===== src/rtl/fifo_wr_arb_pkg.sv =====
// ============================================================================
// Module      : fifo_wr_arb_pkg
// Description : Shared types, constants and helpers for the fifo write-port
//               round-robin arbiter.
// Revision    : 1.0 - initial release
// ============================================================================
`default_nettype none

package fifo_wr_arb_pkg;

  // Arbiter FSM states: IDLE picks the next owner, BUSY forwards its writes.
  typedef enum logic [0:0] {
    ARB_IDLE = 1'b0,
    ARB_BUSY = 1'b1
  } arb_state_t;

  // Width of each per-requester transfer statistics counter.
  localparam int STAT_W = 16;

  // Folds an index in [0, 2n) back into [0, n); used for round-robin wrap
  // so that no index ever reaches n, even when n is not a power of two.
  function automatic int rr_wrap(input int v, input int n);
    return (v >= n) ? (v - n) : v;
  endfunction

endpackage

`default_nettype wire


===== src/rtl/fifo_wr_arbiter_if.sv =====
// ============================================================================
// Module      : fifo_wr_arbiter_if
// Description : Bundles the requester valid/ready channels, the fifo write
//               port and the grant status of the fifo write arbiter.
//               slave  = arbiter side, master = requesters/fifo side.
// Revision    : 1.0 - initial release
// ============================================================================
`default_nettype none

interface fifo_wr_arbiter_if #(
  parameter int R = 4,
  parameter int M = 16
);

  logic [R-1:0]           req_valid;
  logic [R-1:0][M-1:0]    req_data;
  logic [R-1:0]           req_ready;
  logic                   fifo_write;
  logic [M-1:0]           fifo_din;
  logic                   fifo_full;
  logic                   grant_vld;
  logic [$clog2(R)-1:0]   grant_id;

  modport slave (
    input  req_valid,
    input  req_data,
    input  fifo_full,
    output req_ready,
    output fifo_write,
    output fifo_din,
    output grant_vld,
    output grant_id
  );

  modport master (
    output req_valid,
    output req_data,
    output fifo_full,
    input  req_ready,
    input  fifo_write,
    input  fifo_din,
    input  grant_vld,
    input  grant_id
  );

endinterface

`default_nettype wire


===== src/rtl/fifo_wr_arbiter_rr_pick.sv =====
// ============================================================================
// Module      : rr_pick
// Description : Combinational round-robin picker. Returns the first set bit
//               of req searching ptr, ptr+1, ... with wrap at R-1.
// Revision    : 1.0 - initial release
// ============================================================================
`default_nettype none

module rr_pick
  import fifo_wr_arb_pkg::*;
#(
  parameter int R = 4
) (
  input  logic [R-1:0]         req,
  input  logic [$clog2(R)-1:0] ptr,
  output logic                 any,
  output logic [$clog2(R)-1:0] idx
);

  localparam int c_idw = $clog2(R);

  // Walk from the farthest slot back to ptr so the nearest set bit wins.
  always_comb begin
    int j;
    any = 1'b0;
    idx = '0;
    j   = 0;
    for (int k = R - 1; k >= 0; k--) begin
      j = rr_wrap(int'(ptr) + k, R);
      if (req[j]) begin
        any = 1'b1;
        idx = c_idw'(j);
      end
    end
  end

endmodule

`default_nettype wire


===== src/rtl/fifo_wr_arbiter.sv =====
// ============================================================================
// Module      : fifo_wr_arbiter
// Description : Shares one fifo write port between R producers using
//               round-robin arbitration with bursts of at most MAX_BURST
//               writes per grant. Grants are registered (one idle bubble
//               between owners); the fifo never sees write while full.
//               Optional build macro FIFO_WR_ARB_STATS_EN adds saturating
//               per-requester transfer counters (stat_cnt) with clear.
// Revision    : 1.0 - initial release
// ============================================================================
`default_nettype none

module fifo_wr_arbiter
  import fifo_wr_arb_pkg::*;
#(
  parameter int R         = 4,
  parameter int M         = 16,
  parameter int MAX_BURST = 4
) (
  input  logic                         clk,
  input  logic                         rst,
  fifo_wr_arbiter_if.slave             bus
`ifdef FIFO_WR_ARB_STATS_EN
  ,
  input  logic                         stat_clr,
  output logic [R-1:0][STAT_W-1:0]     stat_cnt
`endif
);

  localparam int              c_idw       = $clog2(R);
  localparam int              c_cw        = $clog2(MAX_BURST + 1);
  localparam logic [c_cw-1:0] c_last_beat = c_cw'(MAX_BURST - 1);

  arb_state_t         r_state;
  arb_state_t         w_state_nxt;
  logic [c_idw-1:0]   r_owner;
  logic [c_idw-1:0]   w_owner_nxt;
  logic [c_idw-1:0]   r_ptr;
  logic [c_idw-1:0]   w_ptr_nxt;
  logic [c_cw-1:0]    r_cnt;
  logic [c_cw-1:0]    w_cnt_nxt;

  logic               w_any;
  logic [c_idw-1:0]   w_pick;
  logic               w_owner_valid;
  logic               w_xfer;
  logic [c_idw-1:0]   w_owner_inc;

  rr_pick #(
    .R (R)
  ) u_rr_pick (
    .req (bus.req_valid),
    .ptr (r_ptr),
    .any (w_any),
    .idx (w_pick)
  );

  assign w_owner_valid = bus.req_valid[r_owner];
  assign w_xfer        = (r_state == ARB_BUSY) && w_owner_valid && !bus.fifo_full;
  assign w_owner_inc   = c_idw'(rr_wrap(int'(r_owner) + 1, R));

  // Arbiter state registers; reset aborts any burst in progress.
  always_ff @(posedge clk) begin
    if (!rst) begin
      r_state <= ARB_IDLE;
      r_owner <= '0;
      r_ptr   <= '0;
      r_cnt   <= '0;
    end else begin
      r_state <= w_state_nxt;
      r_owner <= w_owner_nxt;
      r_ptr   <= w_ptr_nxt;
      r_cnt   <= w_cnt_nxt;
    end
  end

  // Next-state: pick in IDLE; in BUSY count writes, stall on full, release on
  // owner drop or last beat of the burst.
  always_comb begin
    w_state_nxt = r_state;
    w_owner_nxt = r_owner;
    w_ptr_nxt   = r_ptr;
    w_cnt_nxt   = r_cnt;
    case (r_state)
      ARB_IDLE: begin
        if (w_any) begin
          w_state_nxt = ARB_BUSY;
          w_owner_nxt = w_pick;
          w_cnt_nxt   = '0;
        end
      end
      ARB_BUSY: begin
        if (!w_owner_valid) begin
          w_state_nxt = ARB_IDLE;
          w_ptr_nxt   = w_owner_inc;
          w_cnt_nxt   = '0;
        end else if (!bus.fifo_full) begin
          if (r_cnt == c_last_beat) begin
            w_state_nxt = ARB_IDLE;
            w_ptr_nxt   = w_owner_inc;
            w_cnt_nxt   = '0;
          end else begin
            w_cnt_nxt = r_cnt + c_cw'(1);
          end
        end
      end
      default: begin
        w_state_nxt = ARB_IDLE;
      end
    endcase
  end

  // Output mux: everything is zero in IDLE; BUSY exposes the owner's channel.
  always_comb begin
    bus.req_ready  = '0;
    bus.fifo_write = 1'b0;
    bus.fifo_din   = '0;
    bus.grant_vld  = 1'b0;
    bus.grant_id   = '0;
    if (r_state == ARB_BUSY) begin
      bus.grant_vld           = 1'b1;
      bus.grant_id            = r_owner;
      bus.req_ready[r_owner]  = !bus.fifo_full;
      bus.fifo_din            = bus.req_data[r_owner];
      bus.fifo_write          = w_xfer;
    end
  end

`ifdef FIFO_WR_ARB_STATS_EN
  logic [R-1:0][STAT_W-1:0] r_stat;

  for (genvar gi = 0; gi < R; gi++) begin : g_stat
    // Saturating transfer counter for requester gi; clear beats increment.
    always_ff @(posedge clk) begin
      if (!rst) begin
        r_stat[gi] <= '0;
      end else if (stat_clr) begin
        r_stat[gi] <= '0;
      end else if (w_xfer && (r_owner == c_idw'(gi)) && (r_stat[gi] != {STAT_W{1'b1}})) begin
        r_stat[gi] <= r_stat[gi] + STAT_W'(1);
      end
    end
  end

  assign stat_cnt = r_stat;
`endif

endmodule

`default_nettype wire


===== src/flat_wrapper.sv =====
// flat-port wrapper written by rule: the top's interface ports become plain ports
module fifo_wr_arbiter_flat import fifo_wr_arb_pkg::*;
#(
  parameter int R         = 4,
  parameter int M         = 16,
  parameter int MAX_BURST = 4
)
  (clk, rst, bus_req_valid, bus_req_data, bus_fifo_full, bus_req_ready, bus_fifo_write, bus_fifo_din, bus_grant_vld, bus_grant_id);
  fifo_wr_arbiter_if #(.R(R), .M(M)) bus_i ();
  input  logic clk;
  input  logic rst;
  input wire logic [$bits(bus_i.req_valid)-1:0] bus_req_valid;
  input wire logic [$bits(bus_i.req_data)-1:0] bus_req_data;
  input wire logic [$bits(bus_i.fifo_full)-1:0] bus_fifo_full;
  output wire logic [$bits(bus_i.req_ready)-1:0] bus_req_ready;
  output wire logic [$bits(bus_i.fifo_write)-1:0] bus_fifo_write;
  output wire logic [$bits(bus_i.fifo_din)-1:0] bus_fifo_din;
  output wire logic [$bits(bus_i.grant_vld)-1:0] bus_grant_vld;
  output wire logic [$bits(bus_i.grant_id)-1:0] bus_grant_id;
  assign bus_i.req_valid = bus_req_valid;
  assign bus_i.req_data = bus_req_data;
  assign bus_i.fifo_full = bus_fifo_full;
  assign bus_req_ready = bus_i.req_ready;
  assign bus_fifo_write = bus_i.fifo_write;
  assign bus_fifo_din = bus_i.fifo_din;
  assign bus_grant_vld = bus_i.grant_vld;
  assign bus_grant_id = bus_i.grant_id;
  fifo_wr_arbiter #(.R(R), .M(M), .MAX_BURST(MAX_BURST)) u_core (.clk(clk), .rst(rst), .bus(bus_i));
endmodule

===== config.mk =====
export PLATFORM = sky130hd
export DESIGN_NAME = fifo_wr_arbiter_flat
export DESIGN_NICKNAME = d
export VERILOG_FILES = /design/src/rtl/fifo_wr_arb_pkg.sv /design/src/rtl/fifo_wr_arbiter_if.sv /design/src/rtl/fifo_wr_arbiter_rr_pick.sv /design/src/rtl/fifo_wr_arbiter.sv /design/src/flat_wrapper.sv
export SDC_FILE = /design/constraint.sdc
export NUM_CORES = 1
export LEC_CHECK = 0
export BUFFER_PORTS_ARGS = -buffer_cell sky130_fd_sc_hd__clkbuf_2
export CAP_MARGIN = 20
export CORE_MARGIN = 2
export CORE_UTILIZATION = 41
export CTS_CLUSTER_SIZE = 25
export DETAILED_ROUTE_END_ITERATION = 8
export PLACE_DENSITY = 0.87
export SYNTH_ARGS = -nofsm -noshare
export SYNTH_HDL_FRONTEND = slang
export SYNTH_SLANG_ARGS = --single-unit

===== constraint.sdc =====
create_clock -name clk -period 2.9 [get_ports clk]
set_clock_uncertainty 0.1 [all_clocks]
set_input_delay 0.29 -clock clk [delete_from_list [all_inputs] [get_ports clk]]
set_output_delay 0.29 -clock clk [all_outputs]
set_load 0.01 [all_outputs]

==> key figures <==
STA
  • Worst slew pin tran: about 0.75 ns
  • Slew HR: 49.8%
  • Final Max Tran Viols: 0
  • Final Cycle Share: between 70% and 80%
  • RSZ-0062 raised after global routing: no
  • Final Hold Vio Count: 0
  • Setup TNS Final: 0 ns
  • Achievable Freq: 482 MHz
  • Setup violations, final: 0
  • Final worst path period need: 2.07 ns

Yosys
  • Avg Cell Area, Syn: 10.2 um2
  • Count of yosys warnings during synthesis: 0
  • Synth top area cells: mux4_2, dfxtp_1, and2_1
  • Sequential share of the synthesized area: 15.1%
  • EDFF count, synth: 0
  • Yosys top cell area share: 25.5%
  • Top-count cell post-synth: and2_1
  • Syn Inst Count: 104
  • Synth cell count leaders: and2_1, mux4_2, inv_1, dfxtp_1, nor2_1
  • Top cell type by total area after synthesis: mux4_2
  • Mapped Nets: 180
  • Synth Cell Area: 0.00106 mm2
  • Post-synthesis register bit count: 8
  • Ys async rst share: 0%
  • Ys flop type: dfxtp_1
  • Synth unique cells: 31

Finish
  • Diodes inserted: 0
  • Nets: 275
  • Fillers: 208
  • Area Overhead vs Synth: 48.5%
  • Proportion of layout cells with a drive suffix above 1: 58.9%
  • Fin area: 0.00157 mm2

Placement
  • Area after DPL: 0.00155 mm2
  • I/O Buffers: 94
  • Half-perimeter wire length after placement: ~2600 um
  • Final Wtd Congestion: roughly 0.81

Power and ir drop
  • Logic pwr share: 50.1%
  • Reg power frac: 30.0%
  • Power consumption: about 420 uW
  • Leak: approximately 0.81 nW
  • P_int: 286 uW
  • VDD IR max: 0.302 mV
  • Clock power frac: 19.9%
  • Pwr Density: 268 mW/mm2
  • Sw frac: 32.1%
  • Net Sw Power: 135 uW

Critical path
  • WS Path Type: reg -> out
  • CP startpoint kind: flip-flop
  • Max FO, Critical Path: 12
  • Crit path capture type: output port
  • CP Data Arrival Time: ~1.7 ns
  • Crit path required time: 2.51 ns

Status
  • Status: finished, final reports clean

Routing
  • Final WL: 2980 um
  • Avg WL per Cell: 13.1 um
  • Vias per cell: 5.42
  • DRT Pass-1 Iters: 4
  • Final ANT Viol Nets: 0
  • Iter 0 DRT Violations: 25
  • Total vias in the final route: around 1200
  • DRC: 0

Floorplan
  • Starting Density: 43.2%
  • Io pins: 95
  • Full die area: 0.00301 mm2
  • Die Span Y: 54.8 um
  • Die width: ~55 um
  • Core Region: 0.00245 mm2
  • Row count: 18

GRT
  • All-Layer GR Usage: a little over a fifth
  • Initial antenna violation count: 0
  • Vias in the first global route: 1118
  • Pin count of the biggest net entering global routing: 24
  • Overflow after GRT: 0
  • First-pass GRT wire length: 4490 um

Clock tree
  • Post-CTS Resized: 0
  • Root Driver: clkbuf_4
  • CTS HTree Levels: 1
  • Clock slew seen by the registers of the worst setup and hold paths: around 0.050 ns
  • Post-CTS setup buffer count: 0
  • Longest Clk Path Bufs: 2
  • CTS Sinks: 8
  • CTS tree: built
  • Insertion delay to the later sink of the worst-skew pair: 0.25 ns
  • Number of hold buffers added after cts: 0
  • Inserted Clock Buffers: 3

Hold path
  • Worst Hold Class: in -> reg

Job
  • Max Cap Viol: 0
worst max-delay path, stage by stage (launching register included):
cell and delay [ns]:
dfxtp_1 0.32, buf_4 0.23, mux4_1 0.59, and2_1 0.17
clkbuf_2 0.12
state kept, by name, summed over array words and instances, names as in the netlist:
signal / count
u_core.r_state: 1
u_core.r_owner: 2
u_core.r_ptr: 2
u_core.r_cnt: 3
cells by family after synthesis:
family / count (synthesis) / synth area share, %
buffers and inverters: 16 / 6.85
and+or+nand+nor: 39 / 20.5
AOI/OAI and AO/OA: 19 / 13.7
muxes: 17 / 37.9
DFF: 8 / 15.1
adders and majority gates: 5 / 5.90
placed cells by master, fill, tap and decap left out, drive strengths merged:
cell type  netlist  layout
a211o            1       1
and2            21      21
a21o             2       2
a211oi           2       2
dfxtp            8       8
a22oi            1       1
nand2b           2       2
or3b             1       1
and3             1       1
a2111oi          1       1
nor4             1       1
nor2             6       6
o22ai            3       3
a21oi            4       4
buf              3       3
mux4            17      17
o211ai           1       1
o21a             1       1
inv              9       9
clkbuf           4      97
o21ai            3       3
nor2b            1       1
ha               5       5
nand3            1       1
nand2            5       5
final timing paths:
check	from	to	slack (ns)	cells after the start
min	rst	u_core.r_owner[0]	0.25	2
min reg2reg	u_core.r_cnt[1]	u_core.r_cnt[1]	0.37	2
max	u_core.r_owner[0]	bus_fifo_din[15]	0.83	4
max reg2reg	u_core.r_state	u_core.r_cnt[2]	1.18	4
power groups by stage:
stage | clock [mW] | combinational (mW) | sequential (mW)
3_3_place_gp | 0 | 0.207 | 0.129
5_1_grt | 0.0932 | 0.234 | 0.128
4_1_cts | 0.0852 | 0.214 | 0.127
3_5_place_dp | 0 | 0.212 | 0.129
2_1_floorplan | 0 | 0.130 | 0.123
6_report | 0.0837 | 0.211 | 0.126
routing by layer:
metal,track usage [%],up-vias,wire [um]
met2,42.1,66,1620
li1,-,579,-
met5,0,-,0
met1,20.9,580,980
met4,7.50,0,33
met3,4.10,5,352
area by class of cell:
type	instances	area, um2	area share (%)
flip-flops and latches	8	160	10.2
well taps	30	37.5	2.38
multi-input cells	80	827	52.5
clock buffers	3	22.5	1.43
repair buffers	97	493	31.3
inverters	9	33.8	2.15
per-stage QoR:
| stage | hold WS [ns] | std cells | util [%] | worst slack, ns |
|---|---|---|---|---|
| final | 0.250 | 227 | 64.1 | 0.827 |
| after global routing | 0.274 | 227 | 64.1 | 0.683 |
| after CTS | 0.248 | 227 | 64.1 | 0.812 |
| after detailed placement | 0.369 | 224 | 63.2 | 1.08 |
| after global placement | 0.366 | 224 | 63.2 | 1.10 |
| after floorplan | 0.350 | 104 | - | 1.01 |
(Power assumes the default switching activity.)
